<file path="config.mk">
export PLATFORM = sky130hd
export DESIGN_NAME = ro_puf_sequencer_flat
export DESIGN_NICKNAME = d
export VERILOG_FILES = /design/src/rtl/ro_puf_sequencer_pkg.sv /design/src/rtl/ro_puf_sequencer_if.sv /design/src/rtl/ro_puf_timer.sv /design/src/rtl/ro_puf_sequencer.sv /design/src/flat_wrapper.sv
export SDC_FILE = /design/constraint.sdc
export NUM_CORES = 1
export LEC_CHECK = 0
export ABC_CLOCK_PERIOD_IN_PS = 2700
export CAP_MARGIN = 20
export CORE_ASPECT_RATIO = 0.75
export CORE_MARGIN = 2
export CORE_UTILIZATION = 52
export DETAILED_ROUTE_END_ITERATION = 8
export GPL_TIMING_DRIVEN = 0
export PLACE_DENSITY = 0.79
export SLEW_MARGIN = 20
export SYNTH_ARGS = -nofsm -noshare
export SYNTH_HDL_FRONTEND = slang
export SYNTH_HIERARCHICAL = 1
export SYNTH_SLANG_ARGS = --single-unit
export TNS_END_PERCENT = 20
</file>
<file path="constraint.sdc">
create_clock -name clk -period 2.7 [get_ports clk]
set_input_delay 0.54 -clock clk [delete_from_list [all_inputs] [get_ports clk]]
set_output_delay 0.54 -clock clk [all_outputs]
set_load 0.01 [all_outputs]
</file>
<file path="src/rtl/ro_puf_sequencer_pkg.sv">
// Shared definitions for the ring-oscillator PUF sequencer.
//   - state_t     : sequencer FSM state encoding
//   - *_DEF       : default parameter values used by the top and the interface
//   - CHALL_W     : challenge width seen by the scrambler
package ro_puf_sequencer_pkg;

  localparam int CHALL_W            = 8;
  localparam int N_BITS_DEF         = 8;
  localparam int SETTLE_CYCLES_DEF  = 4;
  localparam int TIMEOUT_CYCLES_DEF = 1024;
  localparam int TMR_W_DEF          = 11;

  typedef enum logic [2:0] {
    ST_IDLE,
    ST_LOAD,
    ST_SETTLE,
    ST_RACE,
    ST_CAPTURE,
    ST_STEP,
    ST_DONE
  } state_t;

endpackage

</file>
<file path="src/rtl/ro_puf_sequencer_if.sv">
// Bundle of host-side and datapath-side signals of the PUF sequencer.
//   host side     : start, chall_in -> response, ready, busy, timeout_err
//   datapath side : race_done, race_winner -> chall_out, scr_load, scr_step,
//                   ro_en, cnt_clr
// master : the sequencer (drives the strobes and the response)
// slave  : the host plus datapath environment
interface ro_puf_sequencer_if
  import ro_puf_sequencer_pkg::*;
#(
  parameter int N_BITS = N_BITS_DEF
);

  logic               start;
  logic [CHALL_W-1:0] chall_in;
  logic               race_done;
  logic               race_winner;
  logic [CHALL_W-1:0] chall_out;
  logic               scr_load;
  logic               scr_step;
  logic               ro_en;
  logic               cnt_clr;
  logic [N_BITS-1:0]  response;
  logic               ready;
  logic               busy;
  logic               timeout_err;

  modport master (
    input  start, chall_in, race_done, race_winner,
    output chall_out, scr_load, scr_step, ro_en, cnt_clr,
           response, ready, busy, timeout_err
  );

  modport slave (
    output start, chall_in, race_done, race_winner,
    input  chall_out, scr_load, scr_step, ro_en, cnt_clr,
           response, ready, busy, timeout_err
  );

endinterface

</file>
<file path="src/rtl/ro_puf_timer.sv">
// Interval timer shared by the settle and race-timeout phases.
// Up-counter with synchronous clear; tc flags that the count equals the
// terminal value presented on tc_val, which the caller switches per phase.
//   clk, rst : clock, asynchronous active-high reset
//   clr      : synchronous clear to zero (otherwise the count advances)
//   tc_val   : terminal compare value
//   tc       : count == tc_val
module ro_puf_timer #(
  parameter int TMR_W = 11
) (
  input  logic             clk,
  input  logic             rst,
  input  logic             clr,
  input  logic [TMR_W-1:0] tc_val,
  output logic             tc
);

  logic [TMR_W-1:0] count;

  always_ff @(posedge clk or posedge rst) begin
    if (rst) begin
      count <= '0;
    end else if (clr) begin
      count <= '0;
    end else begin
      count <= count + 1'b1;
    end
  end

  assign tc = (count == tc_val);

endmodule

</file>
<file path="src/rtl/ro_puf_sequencer.sv">
// Sequencer for the serialized ring-oscillator PUF datapath.
// On an accepted start it latches the challenge, pulses scr_load once, then
// runs N_BITS races (settle with counters cleared, race, capture), stepping
// the scrambler between races, and finally raises ready with the response.
//   clk, rst : clock, asynchronous active-high reset
//   bus      : ro_puf_sequencer_if.master (host and datapath signals)
// Every output is a register loaded from the next state, so no input
// reaches an output combinationally.
module ro_puf_sequencer
  import ro_puf_sequencer_pkg::*;
#(
  parameter int N_BITS         = N_BITS_DEF,
  parameter int SETTLE_CYCLES  = SETTLE_CYCLES_DEF,
  parameter int TIMEOUT_CYCLES = TIMEOUT_CYCLES_DEF,
  parameter int TMR_W          = TMR_W_DEF
) (
  input  logic clk,
  input  logic rst,
  ro_puf_sequencer_if.master bus
);

  localparam int               IDX_W      = (N_BITS > 1) ? $clog2(N_BITS) : 1;
  localparam logic [IDX_W-1:0] LAST_IDX   = IDX_W'(N_BITS - 1);
  localparam logic [TMR_W-1:0] SETTLE_TC  = TMR_W'(SETTLE_CYCLES - 1);
  localparam logic [TMR_W-1:0] TIMEOUT_TC = TMR_W'(TIMEOUT_CYCLES - 1);

  state_t           state_q;
  state_t           state_d;
  logic [IDX_W-1:0] bit_idx;
  logic             cap_bit;
  logic             accept;
  logic             tmr_clr;
  logic             tmr_tc;
  logic [TMR_W-1:0] tmr_tc_val;

  // The timer compares against the settle length in SETTLE and against the
  // timeout everywhere else; only RACE uses the latter.
  assign tmr_tc_val = (state_q == ST_SETTLE) ? SETTLE_TC : TIMEOUT_TC;

  ro_puf_timer #(
    .TMR_W (TMR_W)
  ) u_timer (
    .clk    (clk),
    .rst    (rst),
    .clr    (tmr_clr),
    .tc_val (tmr_tc_val),
    .tc     (tmr_tc)
  );

  always_comb begin
    state_d = state_q;
    accept  = 1'b0;
    tmr_clr = 1'b1;
    case (state_q)
      ST_IDLE, ST_DONE: begin
        if (bus.start) begin
          accept  = 1'b1;
          state_d = ST_LOAD;
        end
      end
      ST_LOAD: begin
        state_d = ST_SETTLE;
      end
      ST_SETTLE: begin
        // Clearing on the terminal cycle makes RACE start from zero.
        tmr_clr = tmr_tc;
        if (tmr_tc) begin
          state_d = ST_RACE;
        end
      end
      ST_RACE: begin
        tmr_clr = 1'b0;
        if (bus.race_done || tmr_tc) begin
          state_d = ST_CAPTURE;
        end
      end
      ST_CAPTURE: begin
        state_d = (bit_idx == LAST_IDX) ? ST_DONE : ST_STEP;
      end
      ST_STEP: begin
        state_d = ST_SETTLE;
      end
      default: begin
        state_d = ST_IDLE;
      end
    endcase
  end

  always_ff @(posedge clk or posedge rst) begin
    if (rst) begin
      state_q         <= ST_IDLE;
      bit_idx         <= '0;
      bus.chall_out   <= '0;
      bus.response    <= '0;
      bus.timeout_err <= 1'b0;
      bus.scr_load    <= 1'b0;
      bus.scr_step    <= 1'b0;
      bus.ro_en       <= 1'b0;
      bus.cnt_clr     <= 1'b1;
      bus.ready       <= 1'b0;
      bus.busy        <= 1'b0;
    end else begin
      state_q      <= state_d;
      bus.scr_load <= (state_d == ST_LOAD);
      bus.scr_step <= (state_d == ST_STEP);
      bus.ro_en    <= (state_d == ST_SETTLE) || (state_d == ST_RACE);
      bus.cnt_clr  <= (state_d != ST_RACE);
      bus.ready    <= (state_d == ST_DONE);
      bus.busy     <= (state_d == ST_LOAD) || (state_d == ST_SETTLE) ||
                      (state_d == ST_RACE) || (state_d == ST_CAPTURE) ||
                      (state_d == ST_STEP);

      if (accept) begin
        bus.chall_out   <= bus.chall_in;
        bus.response    <= '0;
        bus.timeout_err <= 1'b0;
        bit_idx         <= '0;
      end

      // A finishing race wins over a coincident timeout.
      if ((state_q == ST_RACE) && !bus.race_done && tmr_tc) begin
        bus.timeout_err <= 1'b1;
      end

      if (state_q == ST_CAPTURE) begin
        bus.response[bit_idx] <= cap_bit;
        if (bit_idx != LAST_IDX) begin
          bit_idx <= bit_idx + 1'b1;
        end
      end
    end
  end

  // Sampled every RACE cycle; the value from the exit cycle is what CAPTURE
  // stores: the winner if the arbiter finished, otherwise 0 (timeout).
  always_ff @(posedge clk) begin
    if (state_q == ST_RACE) begin
      cap_bit <= bus.race_done & bus.race_winner;
    end
  end

endmodule

</file>
<file path="src/flat_wrapper.sv">
// flat-port wrapper written by rule: the top's interface ports become plain ports
module ro_puf_sequencer_flat import ro_puf_sequencer_pkg::*;
#(
  parameter int N_BITS         = N_BITS_DEF,
  parameter int SETTLE_CYCLES  = SETTLE_CYCLES_DEF,
  parameter int TIMEOUT_CYCLES = TIMEOUT_CYCLES_DEF,
  parameter int TMR_W          = TMR_W_DEF
)
  (clk, rst, bus_start, bus_chall_in, bus_race_done, bus_race_winner, bus_chall_out, bus_scr_load, bus_scr_step, bus_ro_en, bus_cnt_clr, bus_response, bus_ready, bus_busy, bus_timeout_err);
  ro_puf_sequencer_if #(.N_BITS(N_BITS)) bus_i ();
  input  logic clk;
  input  logic rst;
  input wire logic [$bits(bus_i.start)-1:0] bus_start;
  input wire logic [$bits(bus_i.chall_in)-1:0] bus_chall_in;
  input wire logic [$bits(bus_i.race_done)-1:0] bus_race_done;
  input wire logic [$bits(bus_i.race_winner)-1:0] bus_race_winner;
  output wire logic [$bits(bus_i.chall_out)-1:0] bus_chall_out;
  output wire logic [$bits(bus_i.scr_load)-1:0] bus_scr_load;
  output wire logic [$bits(bus_i.scr_step)-1:0] bus_scr_step;
  output wire logic [$bits(bus_i.ro_en)-1:0] bus_ro_en;
  output wire logic [$bits(bus_i.cnt_clr)-1:0] bus_cnt_clr;
  output wire logic [$bits(bus_i.response)-1:0] bus_response;
  output wire logic [$bits(bus_i.ready)-1:0] bus_ready;
  output wire logic [$bits(bus_i.busy)-1:0] bus_busy;
  output wire logic [$bits(bus_i.timeout_err)-1:0] bus_timeout_err;
  assign bus_i.start = bus_start;
  assign bus_i.chall_in = bus_chall_in;
  assign bus_i.race_done = bus_race_done;
  assign bus_i.race_winner = bus_race_winner;
  assign bus_chall_out = bus_i.chall_out;
  assign bus_scr_load = bus_i.scr_load;
  assign bus_scr_step = bus_i.scr_step;
  assign bus_ro_en = bus_i.ro_en;
  assign bus_cnt_clr = bus_i.cnt_clr;
  assign bus_response = bus_i.response;
  assign bus_ready = bus_i.ready;
  assign bus_busy = bus_i.busy;
  assign bus_timeout_err = bus_i.timeout_err;
  ro_puf_sequencer #(.N_BITS(N_BITS), .SETTLE_CYCLES(SETTLE_CYCLES), .TIMEOUT_CYCLES(TIMEOUT_CYCLES), .TMR_W(TMR_W)) u_core (.clk(clk), .rst(rst), .bus(bus_i));
endmodule
</file>
==> flow_summary.ini, run 1 <==
[run_status]
run_status = completed

[timing]
maxSlewHeadroom = 0.5611
timing_worst_slew_pin_value_ps = 656.7
post-route-period-util = 0.9034
final-max-slew-violation-count = 0
timing.final.crit_period_ps = 2439
final.setup.tns_ps = 0
setup-violations-final = 0
rsz0062_at_grt = false
max_freq_mhz = 410.0
finalWorstSetupSlack_ps = 260.8
final_number_of_hold_violating_endpoints = 0
finalClockSkew_ps = 7.571

[drt]
route.detailed.wl_per_inst_microns = 14.14
drtPass1Iterations = 4
drcViolationCount = 0
viasPerCell = 5.371
antenna_violating_nets_post_route = 0
drt_first_iter_violations = 109
wl_microns = 4045
via_count = 1536

[clock_network]
cts_num_sinks = 41
htreeDepth = 2
cts_root_buffer = clkbuf_8
clk_pin_slew_ps = 80
cts_inserted_buffers = 5
tritoncts_clock_tree = done
clkLatencyLatePin_ps = 290
clock_tree_buf_depth = 2

[global_routing]
grt-ovfl-total = 0
track_usage = 0.2151
grt_pass1_vias = 1544
grt_start_max_net_pins = 30
grt_first_pass_wirelength_microns = 7383
grt_antenna_before_repair = 0

[yosys]
yosys_warnings = 6
synth-async-reset-ratio = 0.9756
synth.top_cells.by_area = dfrtp_1 48%, xnor2_1 5.2%, mux2_1 3.9%, a31o_2 3.5%, nand2_1 3.3%
yosys.cell_types.count = 42
syn_area_sq_um = 2018
most_common_flop_cell_mapped_by_yosys = dfrtp_1
syn_inst = 189
avgSynthCellArea_sq_um = 10.68
synth.top_cell.area_share = 0.4836
postSynthRegisterBits = 41
part_of_the_yosys_area_used_for_sequential_elements = 0.5115
number_of_enable_type_register_cells_in_the_synthesized_netlist = 1
synth_top_area_cell = dfrtp_1

[job]
timing.max_cap.violations = 0

[critical_path]
endpoint_kind = register
critPathMaxFanout = 10
crit_required_ps = 2870
timing_worst_setup_path_type = reg -> reg
worstSetupStartpointType = register
register_to_register_setup_slack_ps = 260
cp_data_arrival_time_ps = 2610

[finish]
finalNetCount = 249
fin_cells = 286
n_antenna_cell = 0
postLayoutCoreUtil = 0.7019
final_layout_size_suffix_gt1_frac = 0.1496
synthToLayoutAreaGrowth_pct = 28.15

[hold_path]
hp-class = reg -> reg

[placed_design]
pre_cts_ws_ps = -250.5
cell_count_after_placement = 277
port-buffer-count = 35
dp_wirelength_microns = 2868
place_congestion = 0.8582

[floorplanning]
placementRows = 19
design.die.area_sq_um = 4400
number_of_top_level_pins = 36
effective_utilization_at_floorplan = 0.5477
die_width_microns = 75.94
core_area_sq_um = 3685
die-height_microns = 57.95

[power_and_ir_drop]
static_leakage_nw = 1.109
power_density_of_the_placed_cells_nw_per_um2 = 904.2
irDropWorstVdd_v = 0.0005445
==> report_power, final <==
part           switching (mW)  internal [mW]
clock                   0.204          0.300
sequential              0.110          0.775
combinational           0.466          0.483
==> cells in the final DEF (no fill, tap or decap), types with 3 or more instances in the layout <==
cell type / n
ha_1: 3
o21ai_0: 11
or4_1: 4
xnor2_1: 12
inv_1: 6
o31ai_1: 6
xor2_1: 3
a21oi_1: 7
nand3_1: 7
dfrtp_1: 39
nand4_1: 3
clkdlybuf4s50_1: 35
conb_1: 3
and3_1: 6
a31o_2: 8
nor2_1: 7
clkbuf_8: 6
buf_4: 4
mux2_1: 7
nor2b_1: 4
nand2_1: 18
==> cell usage after synthesis (4+ instances only) <==
library cell and instances:
dfrtp_1 39, nand2_1 18, xnor2_1 12, o21ai_0 11, a31o_2 8, a21oi_1 7
inv_1 7, mux2_1 7, nand3_1 7, nor2_1 7, and3_1 6, o31ai_1 6
nor2b_1 5, or4_1 4
==> through the flow <==
stage	instance area [sq um]	total power [mW]	hold WS, ps
2_1_floorplan	2022	1.461	392.4
3_3_place_gp	2437	1.796	469.6
3_5_place_dp	2437	1.818	474.0
4_1_cts	2565	2.338	492.4
5_1_grt	2586	2.496	519.7
6_report	2586	2.338	487.6
==> registers in the layout (all words and copies together), names as in the netlist <==
signal	cells
u_core/u_timer/count	11
u_core/bus.chall_out	8
u_core/bus.response	8
u_core/bit_idx	3
u_core/state_q	3
u_core/bus.busy	1
u_core/bus.cnt_clr	1
u_core/bus.ready	1
u_core/bus.ro_en	1
u_core/bus.scr_load	1
u_core/bus.scr_step	1
u_core/bus.timeout_err	1
u_core/cap_bit	1
==> routing by layer <==
metal / GRT usage / wire length, microns
met2: 0.3240 / 1732
met3: 0.05607 / 179
met5: 0 / 0
met4: 0.07013 / 42
met1: 0.3099 / 2091
==> repair_timing <==
item / CTS / global route
hold buffers: 0 / 0
endpoints found under the setup margin: 12 / 12
pin swaps: 0 / 1
gates resized for setup: 2 / 3
buffers inserted: 0 / 1
gates cloned: 0 / 0
==> path summary, 6_finish.rpt <==
path,to,from,cells after the start
max,u_core/u_timer/count[10],u_core/state_q[1],10
min,u_core/bus.chall_out[5],u_core/bus.chall_out[5],1
max reg2reg,u_core/u_timer/count[10],u_core/state_q[1],10
min reg2reg,u_core/bus.chall_out[5],u_core/bus.chall_out[5],1
max in group asynchronous,u_core/bus.ready,rst,2
min in group asynchronous,u_core/u_timer/count[7],rst,2
==> kinds of logic after synthesis <==
kind of cell               synth area share
other                              0.003721
adders and majority gates           0.01860
AOI/OAI and AO/OA                    0.1134
DFF                                  0.5115
buffers and inverters               0.04030
xor gates and xnor gates            0.06510
and+or+nand+nor                      0.1978
muxes                               0.04960
==> final cells by class <==
class,count,area (sq um)
Clock inverter,2,37.54
Tap cell,52,65.06
Buffer,8,51.30
Fill cell,277,1099
Inverter,8,30.03
Clock buffer,6,82.58
Timing Repair Buffer,36,357.8
Multi-Input combinational cell,133,929.6
Sequential cell,41,1032
==> worst max-delay path, cell delays in order (launching register included) <==
cell and delay (ps):
dfrtp_1 420, buf_2 240, nor2b_2 300, nand2b_4 150
xnor2_1 170, nand4_1 170, nor3_4 280, inv_1 90
o21ai_0 210, buf_4 220, a21oi_1 60
No activity file was read; power rests on OpenSTA's default activity.
==> inputs of run 2 (changes only) <==
ABC_CLOCK_PERIOD_IN_PS = 2850   (was 2700)
CORE_UTILIZATION = 56   (was 52)
PLACE_DENSITY = 0.84   (was 0.79)
clock period = 2.85 ns   (was 2.7 ns; I/O delays follow)
==> flow_summary.ini, run 2 (synthesis results as in run 1) <==
[placed_design]
place_congestion = 0.9148
port-buffer-count = 35
dp_wirelength_microns = 3085
pre_cts_ws_ps = -137.7

[clock_network]
htreeDepth = 2
cts_root_buffer = clkbuf_8
tritoncts_clock_tree = done
post_cts.repair.setup_buffers = 0
clock_tree_buf_depth = 2
clk_pin_slew_ps = 80
cts_num_sinks = 41
cts_inserted_buffers = 5
clkLatencyLatePin_ps = 290

[floorplanning]
design.die.area_sq_um = 4105
core_area_sq_um = 3378
placementRows = 18
number_of_top_level_pins = 36
die-height_microns = 55.99
effective_utilization_at_floorplan = 0.5974
die_width_microns = 73.32

[power_and_ir_drop]
switching_share = 0.3561
switching_power_mw = 0.7485
irDropWorstVdd_v = 0.0005872
power_density_of_the_placed_cells_nw_per_um2 = 833.2
combPwrFrac = 0.426
p_clk_frac = 0.172
post-layout-total-power_mw = 2.102
share_seq_of_total_power = 0.402
static_leakage_nw = 1.086
p_int_mw = 1.353

[job]
timing.max_cap.violations = 0

[global_routing]
grt_start_max_net_pins = 30
grt_first_pass_wirelength_microns = 6837
track_usage = 0.2144
grt_antenna_before_repair = 0
grt-ovfl-total = 0
grt_pass1_vias = 1529

[critical_path]
startpoint = u_core/state_q[1]
cp-endpoint = u_core/u_timer/count[9]
register_to_register_setup_slack_ps = 80
critPathMaxFanout = 10
cp_data_arrival_time_ps = 2930
r2r_end = u_core/u_timer/count[9]
worstSetupStartpointType = register
critical-path-slowest-cell = dfrtp_1
r2r.worst_path.cells = 10
crit_required_ps = 3010
endpoint_kind = register
critPathMaxStageDelay_ps = 410
timing_worst_setup_path_type = reg -> reg
reg2reg_launch_point = u_core/state_q[1]
crit_path_cell_trace = buf_2, nor2b_1, nand2b_2, xnor2_1, nand4_1, nor3_4, inv_1, o21ai_0, buf_4, a21oi_1

[timing]
finalWorstSetupSlack_ps = 84.18
final-max-slew-violation-count = 0
final_number_of_hold_violating_endpoints = 0
max_freq_mhz = 361.6
setup-violations-final = 0
post-route-period-util = 0.9705
rsz0062_at_grt = false
maxSlewHeadroom = 0.5612
timing.final.crit_period_ps = 2766
timing_worst_slew_pin_value_ps = 656.4
finalClockSkew_ps = 9.311

[finish]
finalNetCount = 248
n_antenna_cell = 0
fillCellCount = 220
regArea_sq_um = 1032
final_cell_mix = 39 x dfrtp_1, 35 x clkdlybuf4s50_1, 18 x nand2_1
final_layout_size_suffix_gt1_frac = 0.1416
synthToLayoutAreaGrowth_pct = 24.98
largest_register_ffs = 11
max_flop_register = u_core/u_timer/count
biggestRegsByFlops = u_core/u_timer/count: 11 flops, u_core/bus.chall_out: 8 flops, u_core/bus.response: 8 flops
total_area_of_multi_input_combinational_cells_sq_um = 922.1
commonest_non_fill_non_tap_cell_in_the_layout = dfrtp_1

[run_status]
run_status = completed

[drt]
viasPerCell = 5.791
drt-met1-wl_microns = 1818
via_count = 1581
drt_first_iter_violations = 131
drtPass1Iterations = 5
dr.max_layer_used = met4
wl_microns = 4177
drcViolationCount = 0
routed-wl-met2_microns = 1988
met3WireLength_microns = 338
antenna_violating_nets_post_route = 0
route.detailed.wl_per_inst_microns = 15.30

[hold_path]
hp-class = reg -> reg
hold_path_startpoint = u_core/bus.chall_out[3]
==> run 2: timing repair <==
item                       CTS  global route
hold buffers                 0             0
resized for setup            1             2
pin swaps                    0             0
setup endpoints to repair   11            10
hold endpoints to repair     0             0
==> run 2: worst max-delay path, delay by kind of cell (launching register included) <==
kind,cells,cell delay [ps]
flops,1,410
xor+xnor,1,220
simple gates,4,1080
buf+inv,3,580
compound gates,2,350
==> run 2: how the worst min path moves through the flow <==
| stage | endpoint | depth (start not counted) |
|---|---|---|
| after global placement | u_core/bus.chall_out[7] | 1 |
| after detailed placement | u_core/bus.chall_out[5] | 1 |
| after floorplan | u_core/u_timer/count[0] | 1 |
| after global routing | u_core/bus.chall_out[5] | 1 |
| final | u_core/bus.chall_out[3] | 1 |
| after CTS | u_core/bus.chall_out[5] | 1 |
==> run 2: area by class of cell <==
| cell class | instances | share of cell area |
|---|---|---|
| buffer | 8 | 0.02034 |
| clock buffer | 5 | 0.02728 |
| clock inverter | 3 | 0.006944 |
| inverter | 8 | 0.01190 |
| multi-input combinational | 133 | 0.3656 |
| sequential | 41 | 0.4092 |
| tap | 40 | 0.01984 |
| timing repair buffer | 35 | 0.1389 |
==> run 2: per-stage QoR <==
stage                     TNS, ps  instances  utilization  hold slack (ps)  instance area [sq um]
after detailed placement    -1285        265       0.7170            491.9                   2422
after floorplan                 0        190            -            422.4                   2022
after global routing            0        273       0.7467            525.0                   2522
after CTS                       0        273       0.7441            509.9                   2514
final                           0        273       0.7467            504.4                   2522
after global placement          0        265       0.7170            465.8                   2422
==> run 2: metal layers <==
layer / up-vias / GRT usage
met5: - / 0
met4: 0 / 0.05195
met3: 4 / 0.05072
met2: 77 / 0.3565
met1: 749 / 0.2840
li1: 751 / -
==> run 2: power by group through the flow <==
| stage | Clock [mW] | Combinational, mW | Sequential [mW] |
|---|---|---|---|
| floorplan | 0 | 0.501 | 0.883 |
| global placement | 0 | 0.839 | 0.842 |
| detailed placement | 0 | 0.876 | 0.856 |
| CTS | 0.376 | 0.884 | 0.846 |
| global route | 0.399 | 0.972 | 0.862 |
| finish | 0.361 | 0.896 | 0.845 |
==> inputs of run 3 (changes only) <==
ABC_CLOCK_PERIOD_IN_PS = not set   (was 2850)
==> results of run 3 <==
No change in the layout: final DEF, timing and power equal those of run 2.
